### src/rtl/uart_rx_dac.sv
// UART (8N1, LSB first) sample receiver feeding a small FIFO that is replayed to an AD9708 DAC.
// Define UART_PARITY_EN to receive 8E1 frames with even-parity checking.
module uart_rx_dac #(
    parameter int unsigned CLK_FRE    = 50,
    parameter int unsigned UART_RATE  = 115200,
    parameter int unsigned DAC_FRE    = 500,
    parameter int unsigned FIFO_DEPTH = 16
) (
    input  logic       clk,
    input  logic       rst_n,
    input  logic       uart_rx,
    output logic [7:0] ad9708_db,
    output logic       ad9708_clk,
    output logic       rx_err,
    output logic       fifo_ovf
);

    localparam int unsigned BIT_CYC  = CLK_FRE * 1000000 / UART_RATE;
    localparam int unsigned DAC_DIV  = CLK_FRE * 1000 / DAC_FRE;
    localparam int unsigned DAC_HALF = DAC_DIV / 2;
    localparam int unsigned BCW      = (BIT_CYC > 1) ? $clog2(BIT_CYC) : 1;
    localparam int unsigned DCW      = (DAC_DIV > 1) ? $clog2(DAC_DIV) : 1;
    localparam int unsigned AW       = $clog2(FIFO_DEPTH);
    localparam int unsigned PW       = AW + 1;

    localparam logic [BCW-1:0] HALF_M1 = BCW'(BIT_CYC / 2 - 1);
    localparam logic [BCW-1:0] FULL_M1 = BCW'(BIT_CYC - 1);
    localparam logic [DCW-1:0] UPD_PT  = DCW'(DAC_HALF - 1);
    localparam logic [DCW-1:0] DCNT_MX = DCW'(DAC_DIV - 1);
    localparam logic [DCW-1:0] DHALF   = DCW'(DAC_HALF);

`ifdef UART_PARITY_EN
    typedef enum logic [2:0] {
        S_IDLE   = 3'd0,
        S_START  = 3'd1,
        S_DATA   = 3'd2,
        S_PARITY = 3'd3,
        S_STOP   = 3'd4
    } rx_state_t;
`else
    typedef enum logic [2:0] {
        S_IDLE  = 3'd0,
        S_START = 3'd1,
        S_DATA  = 3'd2,
        S_STOP  = 3'd4
    } rx_state_t;
`endif

    // ---------------------------------------------------------------
    // Input synchronizer; rx_s3 only serves falling-edge detection
    // ---------------------------------------------------------------
    logic rx_s1;
    logic rx_s2;
    logic rx_s3;
    logic fall_c;

    always_ff @(posedge clk or negedge rst_n) begin
        if (!rst_n) begin
            rx_s1 <= 1'b1;
            rx_s2 <= 1'b1;
            rx_s3 <= 1'b1;
        end else begin
            rx_s1 <= uart_rx;
            rx_s2 <= rx_s1;
            rx_s3 <= rx_s2;
        end
    end

    assign fall_c = rx_s3 & ~rx_s2;

    // ---------------------------------------------------------------
    // RX FSM
    // ---------------------------------------------------------------
    rx_state_t      state;
    rx_state_t      state_nxt;
    logic [BCW-1:0] cnt;
    logic [2:0]     bit_idx;
    logic [7:0]     shreg;
    logic           half_hit_c;
    logic           full_hit_c;
    logic           cnt_clr_c;
    logic           idle_c;
    logic           shift_c;
    logic           push_c;
    logic           err_c;
`ifdef UART_PARITY_EN
    logic           par_c;
    logic           par_bad;
`endif

    assign half_hit_c = (cnt == HALF_M1);
    assign full_hit_c = (cnt == FULL_M1);

    always_ff @(posedge clk or negedge rst_n) begin
        if (!rst_n) begin
            state <= S_IDLE;
        end else begin
            state <= state_nxt;
        end
    end

    always_comb begin
        state_nxt = state;
        case (state)
            S_IDLE:   if (fall_c) state_nxt = S_START;
            S_START:  if (half_hit_c) state_nxt = rx_s2 ? S_IDLE : S_DATA;
`ifdef UART_PARITY_EN
            S_DATA:   if (full_hit_c && (bit_idx == 3'd7)) state_nxt = S_PARITY;
            S_PARITY: if (full_hit_c) state_nxt = S_STOP;
`else
            S_DATA:   if (full_hit_c && (bit_idx == 3'd7)) state_nxt = S_STOP;
`endif
            S_STOP:   if (full_hit_c) state_nxt = S_IDLE;
            default:  state_nxt = S_IDLE;
        endcase
    end

    // Sampling strobes: start bit at half a bit, every later bit one full bit after that
    always_comb begin
        cnt_clr_c = 1'b0;
        idle_c    = 1'b0;
        shift_c   = 1'b0;
        push_c    = 1'b0;
        err_c     = 1'b0;
`ifdef UART_PARITY_EN
        par_c     = 1'b0;
`endif
        case (state)
            S_IDLE: begin
                cnt_clr_c = 1'b1;
                idle_c    = 1'b1;
            end
            S_START: cnt_clr_c = half_hit_c;
            S_DATA: begin
                cnt_clr_c = full_hit_c;
                shift_c   = full_hit_c;
            end
`ifdef UART_PARITY_EN
            S_PARITY: begin
                cnt_clr_c = full_hit_c;
                par_c     = full_hit_c;
            end
`endif
            S_STOP: begin
                if (full_hit_c) begin
                    cnt_clr_c = 1'b1;
`ifdef UART_PARITY_EN
                    if (rx_s2 && !par_bad) push_c = 1'b1;
                    else                   err_c  = 1'b1;
`else
                    if (rx_s2) push_c = 1'b1;
                    else       err_c  = 1'b1;
`endif
                end
            end
            default: cnt_clr_c = 1'b1;
        endcase
    end

    // Bit timing counter, shift register and error pulse
    always_ff @(posedge clk or negedge rst_n) begin
        if (!rst_n) begin
            cnt     <= '0;
            bit_idx <= 3'd0;
            shreg   <= 8'd0;
            rx_err  <= 1'b0;
`ifdef UART_PARITY_EN
            par_bad <= 1'b0;
`endif
        end else begin
            cnt    <= cnt_clr_c ? '0 : cnt + BCW'(1);
            rx_err <= err_c;
            if (idle_c) begin
                bit_idx <= 3'd0;
            end else if (shift_c) begin
                bit_idx <= bit_idx + 3'd1;
                shreg   <= {rx_s2, shreg[7:1]};
            end
`ifdef UART_PARITY_EN
            if (idle_c) begin
                par_bad <= 1'b0;
            end else if (par_c) begin
                par_bad <= (^shreg) ^ rx_s2;
            end
`endif
        end
    end

    // ---------------------------------------------------------------
    // Sample FIFO (extra pointer bit distinguishes full from empty)
    // ---------------------------------------------------------------
    logic [7:0]    mem [FIFO_DEPTH];
    logic [PW-1:0] wptr;
    logic [PW-1:0] rptr;
    logic          full_c;
    logic          empty_c;
    logic          pop_c;
    logic          wr_c;
    logic          upd_c;

    assign empty_c = (wptr == rptr);
    assign full_c  = (wptr[AW] != rptr[AW]) && (wptr[AW-1:0] == rptr[AW-1:0]);
    assign pop_c   = upd_c && !empty_c;
    assign wr_c    = push_c && (!full_c || pop_c);

    always_ff @(posedge clk) begin
        if (wr_c) begin
            mem[wptr[AW-1:0]] <= shreg;
        end
    end

    always_ff @(posedge clk or negedge rst_n) begin
        if (!rst_n) begin
            wptr     <= '0;
            rptr     <= '0;
            fifo_ovf <= 1'b0;
        end else begin
            if (wr_c) wptr <= wptr + PW'(1);
            if (pop_c) rptr <= rptr + PW'(1);
            if (push_c && full_c && !pop_c) fifo_ovf <= 1'b1;
        end
    end

    // ---------------------------------------------------------------
    // DAC pacing: data moves on the falling DAC clock edge only
    // ---------------------------------------------------------------
    logic [DCW-1:0] dcnt;
    logic [DCW-1:0] dcnt_nxt_c;

    assign dcnt_nxt_c = (dcnt == DCNT_MX) ? '0 : dcnt + DCW'(1);
    assign upd_c      = (dcnt == UPD_PT);

    always_ff @(posedge clk or negedge rst_n) begin
        if (!rst_n) begin
            dcnt       <= '0;
            ad9708_clk <= 1'b0;
            ad9708_db  <= 8'h80;
        end else begin
            dcnt       <= dcnt_nxt_c;
            ad9708_clk <= (dcnt_nxt_c < DHALF);
            if (pop_c) ad9708_db <= mem[rptr[AW-1:0]];
        end
    end

endmodule

### config.mk
export PLATFORM = sky130hd
export DESIGN_NAME = uart_rx_dac
export DESIGN_NICKNAME = d
export VERILOG_FILES = /design/src/rtl/uart_rx_dac.sv
export SDC_FILE = /design/constraint.sdc
export NUM_CORES = 1
export LEC_CHECK = 0
export CAP_MARGIN = 40
export CORE_ASPECT_RATIO = 0.8
export CORE_MARGIN = 2
export CORE_UTILIZATION = 35
export CTS_BUF_LIST = sky130_fd_sc_hd__clkbuf_4
export DETAILED_ROUTE_END_ITERATION = 16
export PLACE_DENSITY = 0.61
export SLEW_MARGIN = 20
export SYNTH_ARGS = -nofsm -noshare
export SYNTH_HDL_FRONTEND = slang
export SYNTH_SLANG_ARGS = --single-unit
### constraint.sdc
create_clock -name clk -period 3.75 [get_ports clk]
set_input_delay 0.9375 -clock clk [delete_from_list [all_inputs] [get_ports clk]]
set_output_delay 0.9375 -clock clk [all_outputs]
set_load 0.05 [all_outputs]
==> flow_summary.toml, run 1 <==
[worst_setup_path]
critPathTopFamily = "buffers and inverters"
rr_startpoint = "rptr[0]$_DFFE_PN0P_"
rrSetupSlack_ns = 1.00
crit_path_top_delay_cell = "clkdlybuf4s50_1"
crit_start = "ad9708_db[7]$_DFFE_PN1P_"
cp_max_fo = 2
crit_chain = "clkdlybuf4s50_1"
crit_path_end_kind = "output pin"
arrival_ns = 1.91
cp.buffers_inverters = 1
path_class = "reg2out"
critPathMaxStageDelay_ns = 0.79
startpoint_type = "flop"
cp.required_ns = 2.81

[floorplanning]
start_util_pct = 35.8
die_area_sq_um = 23400
core_area_sq_um = 21600
rows = 48
fp.dieH_microns = 137
die_w_microns = 170
pin_count = 14

[sta]
period_needed_ns = 2.84
setup_viol = 0
setup_ws_ns = 0.905
fin_crit_sh_pct = 75.9
slew_headroom_pct = 45.6
skew_ns = 0.0214
slew_viol_final = 0
rsz0062_at_grt = "false"
hold_violations = 0
max_freq_ghz = 0.352
tightestPinTransition_ns = 0.816
fin_setup_tns_ns = 0

[place]
io_buffers = 13
gp_congestion = 0.811
place_worst_setup_slack_ns = 1.00
numPlacedInstances = 727
dpl-instance-area_sq_um = 8160
dpl.hpwl_mm = 11.0

[clocking]
cts.clk_slew.worst_paths_ns = 0.14
clock_path_buffers = 2
hold_buffers = 0
ctsResizeCount = 0
cts_tree = "yes"
root_buffer = "clkbuf_4"
cts.sinks = 182
cts-buffers-inserted = 17
clock_latency_ns = 0.56
h-tree-depth = 4
post-cts-setup-buffers = 0

[detailed_routing]
dr.pass1.iters = 5
drtAntennaViolNets = 0
drt-vias-per-instance = 5.35
drc = 0
wire_per_inst_microns = 21.8
wl_mm = 16.6
vias = 4078
drt_iter0_markers = 421

[finish]
areaGrowthSynthToFinish_pct = 8.88
final_area_sq_um = 8440
n_fill_cell = 1980
layout.cells.non_filler = 762
final_common_cell = "edfxtp_1"
fin_nets = 488
mostFrequentLayoutCells = "edfxtp_1, dfrtp_1, nor2_1, mux2_2, mux4_2"
utilization_pct = 39.0
layout-drive-gt1-share_pct = 20.0

[synth]
synth-seq-cells = 182
synthFlopType = "edfxtp_1"
postSynthCellCount = 455
syn_area_sq_um = 7750
synth-edff-count = 128
synth_cell_type_count = 52
async_reset_ff_share_pct = 29.7
syn_area_per_cell_sq_um = 17.0
yosysWarnings = 0
synth.net_count = 470
synth_seq_area_share_pct = 67.1

[power_and_ir_drop]
share_comb_of_total_power_pct = 3.2
power.density_nw_per_um2 = 388
p_leak_nw = 2.61
switching_power_w = 0.000741
p_sw_share_pct = 22.6
internal_power_w = 0.00254
seq_power_share_pct = 67.3
clkPwrFrac_pct = 29.5
ir_drop_v = 0.000227

[run_status]
status = "finished, final reports clean"

[grt]
grt_antenna_before_repair = 2
grt_pass1_vias = 4069
grt.total_usage_pct = 15.3
grt_max_degree = 44
grt_pass1_wl_mm = 25.6
grt-ovfl-total = 0

[run]
drv_cap = 0

[hold_path]
hold_path.class = "in2async"
-- final timing paths --
path / to / cells past startpoint
min in group clk: rx_s2$_DFF_PN1_ / 0
min: cnt[8]$_DFF_PN0_ / 1
min reg2reg: rx_s2$_DFF_PN1_ / 0
max: ad9708_db[7] / 1
max reg2reg: mem[11][3]$_DFFE_PP_ / 4
max in group asynchronous: rx_s3$_DFF_PN1_ / 2
-- per-layer routing --
layer  global-route usage (%)  vias up  routed length (microns)
met4                     4.70        0                      234
met2                     23.1      142                     7500
met3                     3.53       13                     1090
met1                     22.1     2106                     7800
li1                         -     1817                        -
met5                        0        -                        0
-- worst register-to-register path: stages (launching register included) --
cell	delay, ns
dfrtp_1	0.86
xor2_1	0.21
nor4_4	0.68
a21oi_4	0.31
and4_1	0.43
-- cells in the mapped netlist, types with 8 or more instances --
cell / number / area share [%]
xor2_1: 12 / 1.4
nand2b_1: 14 / 1.1
dfrtp_1: 50 / 16
ha_1: 12 / 1.9
nor2_1: 19 / 0.92
clkbuf_1: 11 / 0.53
mux4_2: 19 / 5.5
mux2i_1: 17 / 2.2
edfxtp_1: 128 / 50
mux2_2: 19 / 2.8
inv_1: 10 / 0.48
xnor2_1: 11 / 1.2
mux2_4: 8 / 1.6
a221oi_1: 8 / 0.90
a22o_1: 13 / 1.5
nand3_1: 13 / 0.84
-- power by group through the flow --
stage	Clock, W	Sequential (W)	Combinational [W]
final	0.000967	0.00221	0.000104
after global routing	0.00108	0.00221	0.000123
after CTS	0.000995	0.00220	0.000107
after detailed placement	0	0.00225	0.000108
after global placement	0	0.00224	0.000100
after floorplan	0	0.00223	0.0000856
-- state kept, by name, indices dropped and copies added, names as in the netlist, 3 cells and up --
| register | count |
|---|---|
| rptr | 5 |
| shreg | 8 |
| mem | 128 |
| bit_idx | 3 |
| dcnt | 7 |
| ad9708_db | 8 |
| wptr | 5 |
| cnt | 9 |
| state | 3 |
-- metrics by stage --
| stage | power, W | hold WS (ns) |
|---|---|---|
| floorplan | 0.00231 | 0.345 |
| global placement | 0.00234 | 0.348 |
| detailed placement | 0.00235 | 0.349 |
| CTS | 0.00331 | 0.175 |
| global route | 0.00342 | 0.158 |
| finish | 0.00328 | 0.213 |
-- area by class of cell --
type	instances	area, sq um	area share, %
inverter	11	41.3	0.489
clock buffer	18	135	1.60
sequential	182	5200	61.6
clock inverter	14	111	1.32
multi-input combinational	239	2380	28.2
antenna	1	2.50	0.0297
timing repair buffer	22	220	2.61
tap	275	344	4.08
-- kinds of logic (layout without fill, tap and decap cells) --
kind of cell | count (synthesis) | in the layout | share of synthesized area (%)
buf+inv | 34 | 65 | 2.16
other cells | 0 | 1 | 0
fa+ha+maj | 12 | 12 | 1.94
simple gates | 94 | 94 | 7.70
compound gates | 42 | 42 | 4.76
flops | 182 | 182 | 67.1
xor+xnor | 23 | 23 | 2.60
mux | 68 | 68 | 13.7
Note: power is estimated with default switching activity, not from simulation.
==> inputs of run 2 (changes only) <==
- PLACE_DENSITY: 0.61 -> 0.63
- clock period: 3.75 -> 2.3 ns (I/O delays scaled with it)
==> run 2 against run 1 <==
Effect of this change: non-clock buffer count grew 32; highest routed layer unchanged; sequential cell count stayed put; critical path depth unchanged; sequential power grew 61%; cell count increased by 4.2%; critical endpoint unchanged; die area did not move; clock skew up 0.0013 ns; first-iteration DRC count rose by 13%; critical path type unchanged; sequential share of layout area is 2.5 points lower.
==> flow_summary.toml, run 2 (synthesis results as in run 1) <==
[finish]
areaGrowthSynthToFinish_pct = 13.4
fin_nets = 520
final_common_cell = "edfxtp_1"
largest_reg_flops = 128
layout-drive-gt1-share_pct = 26.3
utilization_pct = 40.6
mostFrequentLayoutCells = "edfxtp_1, dfrtp_1, buf_4"

[hold_path]
worstHoldPathCells = 0
holdPathEnd = "rx_s2$_DFF_PN1_"
hp-start = "rx_s1$_DFF_PN1_"
hold_path.class = "reg2reg"

[grt]
grt.total_usage_pct = 14.5
grt_pass1_vias = 4239
grt_pass1_wl_mm = 24.9
grt-ovfl-total = 0
grt_antenna_before_repair = 1
grt_max_degree = 37

[clocking]
clock_path_buffers = 2
root_buffer = "clkbuf_4"
clock_latency_ns = 0.57
cts_tree = "yes"
cts.clk_slew.worst_paths_ns = 0.16
h-tree-depth = 4
cts-buffers-inserted = 17
cts.sinks = 182

[run]
drv_cap = 0

[detailed_routing]
dr.pass1.iters = 4
drtAntennaViolNets = 0
wl_met3_microns = 471
wl_met2_mm = 7.11
vias = 4135
wl_mm = 15.6
drc = 0
drt-vias-per-instance = 5.21
wire_per_inst_microns = 19.6
drt_iter0_markers = 474
top_layer_used = "met4"
wl_met1_mm = 7.81

[sta]
fin_crit_sh_pct = 96.5
slew_headroom_pct = 45.8
hold_violations = 0
period_needed_ns = 2.22
skew_ns = 0.0227
hold-worst-slack_ns = 0.369
tightestPinTransition_ns = 0.813
slew_viol_final = 0
max_freq_ghz = 0.450
rsz0062_at_grt = "false"
setup_viol = 0

[worst_setup_path]
path_class = "reg2out"
rr_startpoint = "cnt[1]$_DFF_PN0_"
critPathMaxStageDelay_ns = 0.58
cp_max_fo = 2
startpoint_type = "flop"
r2r-end = "mem[15][6]$_DFFE_PP_"
critPathTopFamily = "flip-flops"
rr_worst_depth = 7
rrSetupSlack_ns = 0.12
crit_chain = "clkdlybuf4s15_1"
crit_path_end_kind = "output pin"
cp.buffers_inverters = 1
crit_path_top_delay_cell = "dfstp_2"
cp.required_ns = 1.73
arrival_ns = 1.64

[run_status]
status = "finished, final reports clean"

[power_and_ir_drop]
ir_drop_v = 0.000304
power.density_nw_per_um2 = 647
p_leak_nw = 2.86

[place]
dpl.hpwl_mm = 10.7
io_buffers = 13
gp_congestion = 0.765

[floorplanning]
core_area_sq_um = 21600
die_area_sq_um = 23400
pin_count = 14
rows = 48
fp.dieH_microns = 137
die_w_microns = 170
start_util_pct = 35.8
## run 2: worst max-delay path by stage
stage | start | to | slack [ns] | depth (start not counted)
after floorplan | dcnt[2]$_DFF_PN0_ | mem[7][0]$_DFFE_PP_ | -0.16 | 6
after global placement | cnt[1]$_DFF_PN0_ | mem[0][4]$_DFFE_PP_ | 0.12 | 7
after detailed placement | cnt[1]$_DFF_PN0_ | mem[4][3]$_DFFE_PP_ | 0.03 | 7
after CTS | cnt[1]$_DFF_PN0_ | mem[0][4]$_DFFE_PP_ | 0.02 | 7
after global routing | cnt[1]$_DFF_PN0_ | mem[7][3]$_DFFE_PP_ | 0.003 | 8
final | ad9708_db[7]$_DFFE_PN1P_ | ad9708_db[7] | 0.08 | 1
## run 2: metal layers
metal | vias up | track usage [%]
met5 | - | 0
met4 | 0 | 5.27
met3 | 12 | 2.54
met2 | 78 | 22.0
met1 | 2164 | 21.1
li1 | 1881 | -
## run 2: report_power, final
part | internal, W | switching, W
sequential | 0.00352 | 0.0000413
combinational | 0.000113 | 0.000129
clock | 0.000694 | 0.00118
total | 0.00433 | 0.00135
## run 2: final cells by class
| cell class | instances | area (sq um) |
|---|---|---|
| Inverter | 11 | 41.3 |
| Sequential cell | 182 | 5200 |
| Clock inverter | 15 | 176 |
| Fill cell | 1958 | 12800 |
| Multi-Input combinational cell | 239 | 2410 |
| Clock buffer | 17 | 128 |
| Antenna cell | 1 | 2.50 |
| Timing Repair Buffer | 54 | 489 |
| Tap cell | 275 | 344 |
## run 2: timing repair
action	4_1_cts	5_1_grt
hold endpoints to repair	17	0
buffers inserted	0	1
resized for setup	13	4
hold buffers	1	0
gates cloned	0	0
endpoints found under the setup margin	19	36
pin swaps	0	1
## run 2: metrics by stage
stage	power [W]	TNS, ns	setup WS [ns]	instances	cell area (sq um)
2_1_floorplan	0.00377	-2.48	-0.155	455	7760
3_3_place_gp	0.00386	0	0.124	759	8460
3_5_place_dp	0.00387	0	0.0323	759	8460
4_1_cts	0.00573	0	0.0235	792	8760
5_1_grt	0.00592	0	0.00251	794	8790
6_report	0.00568	0	0.0801	794	8790
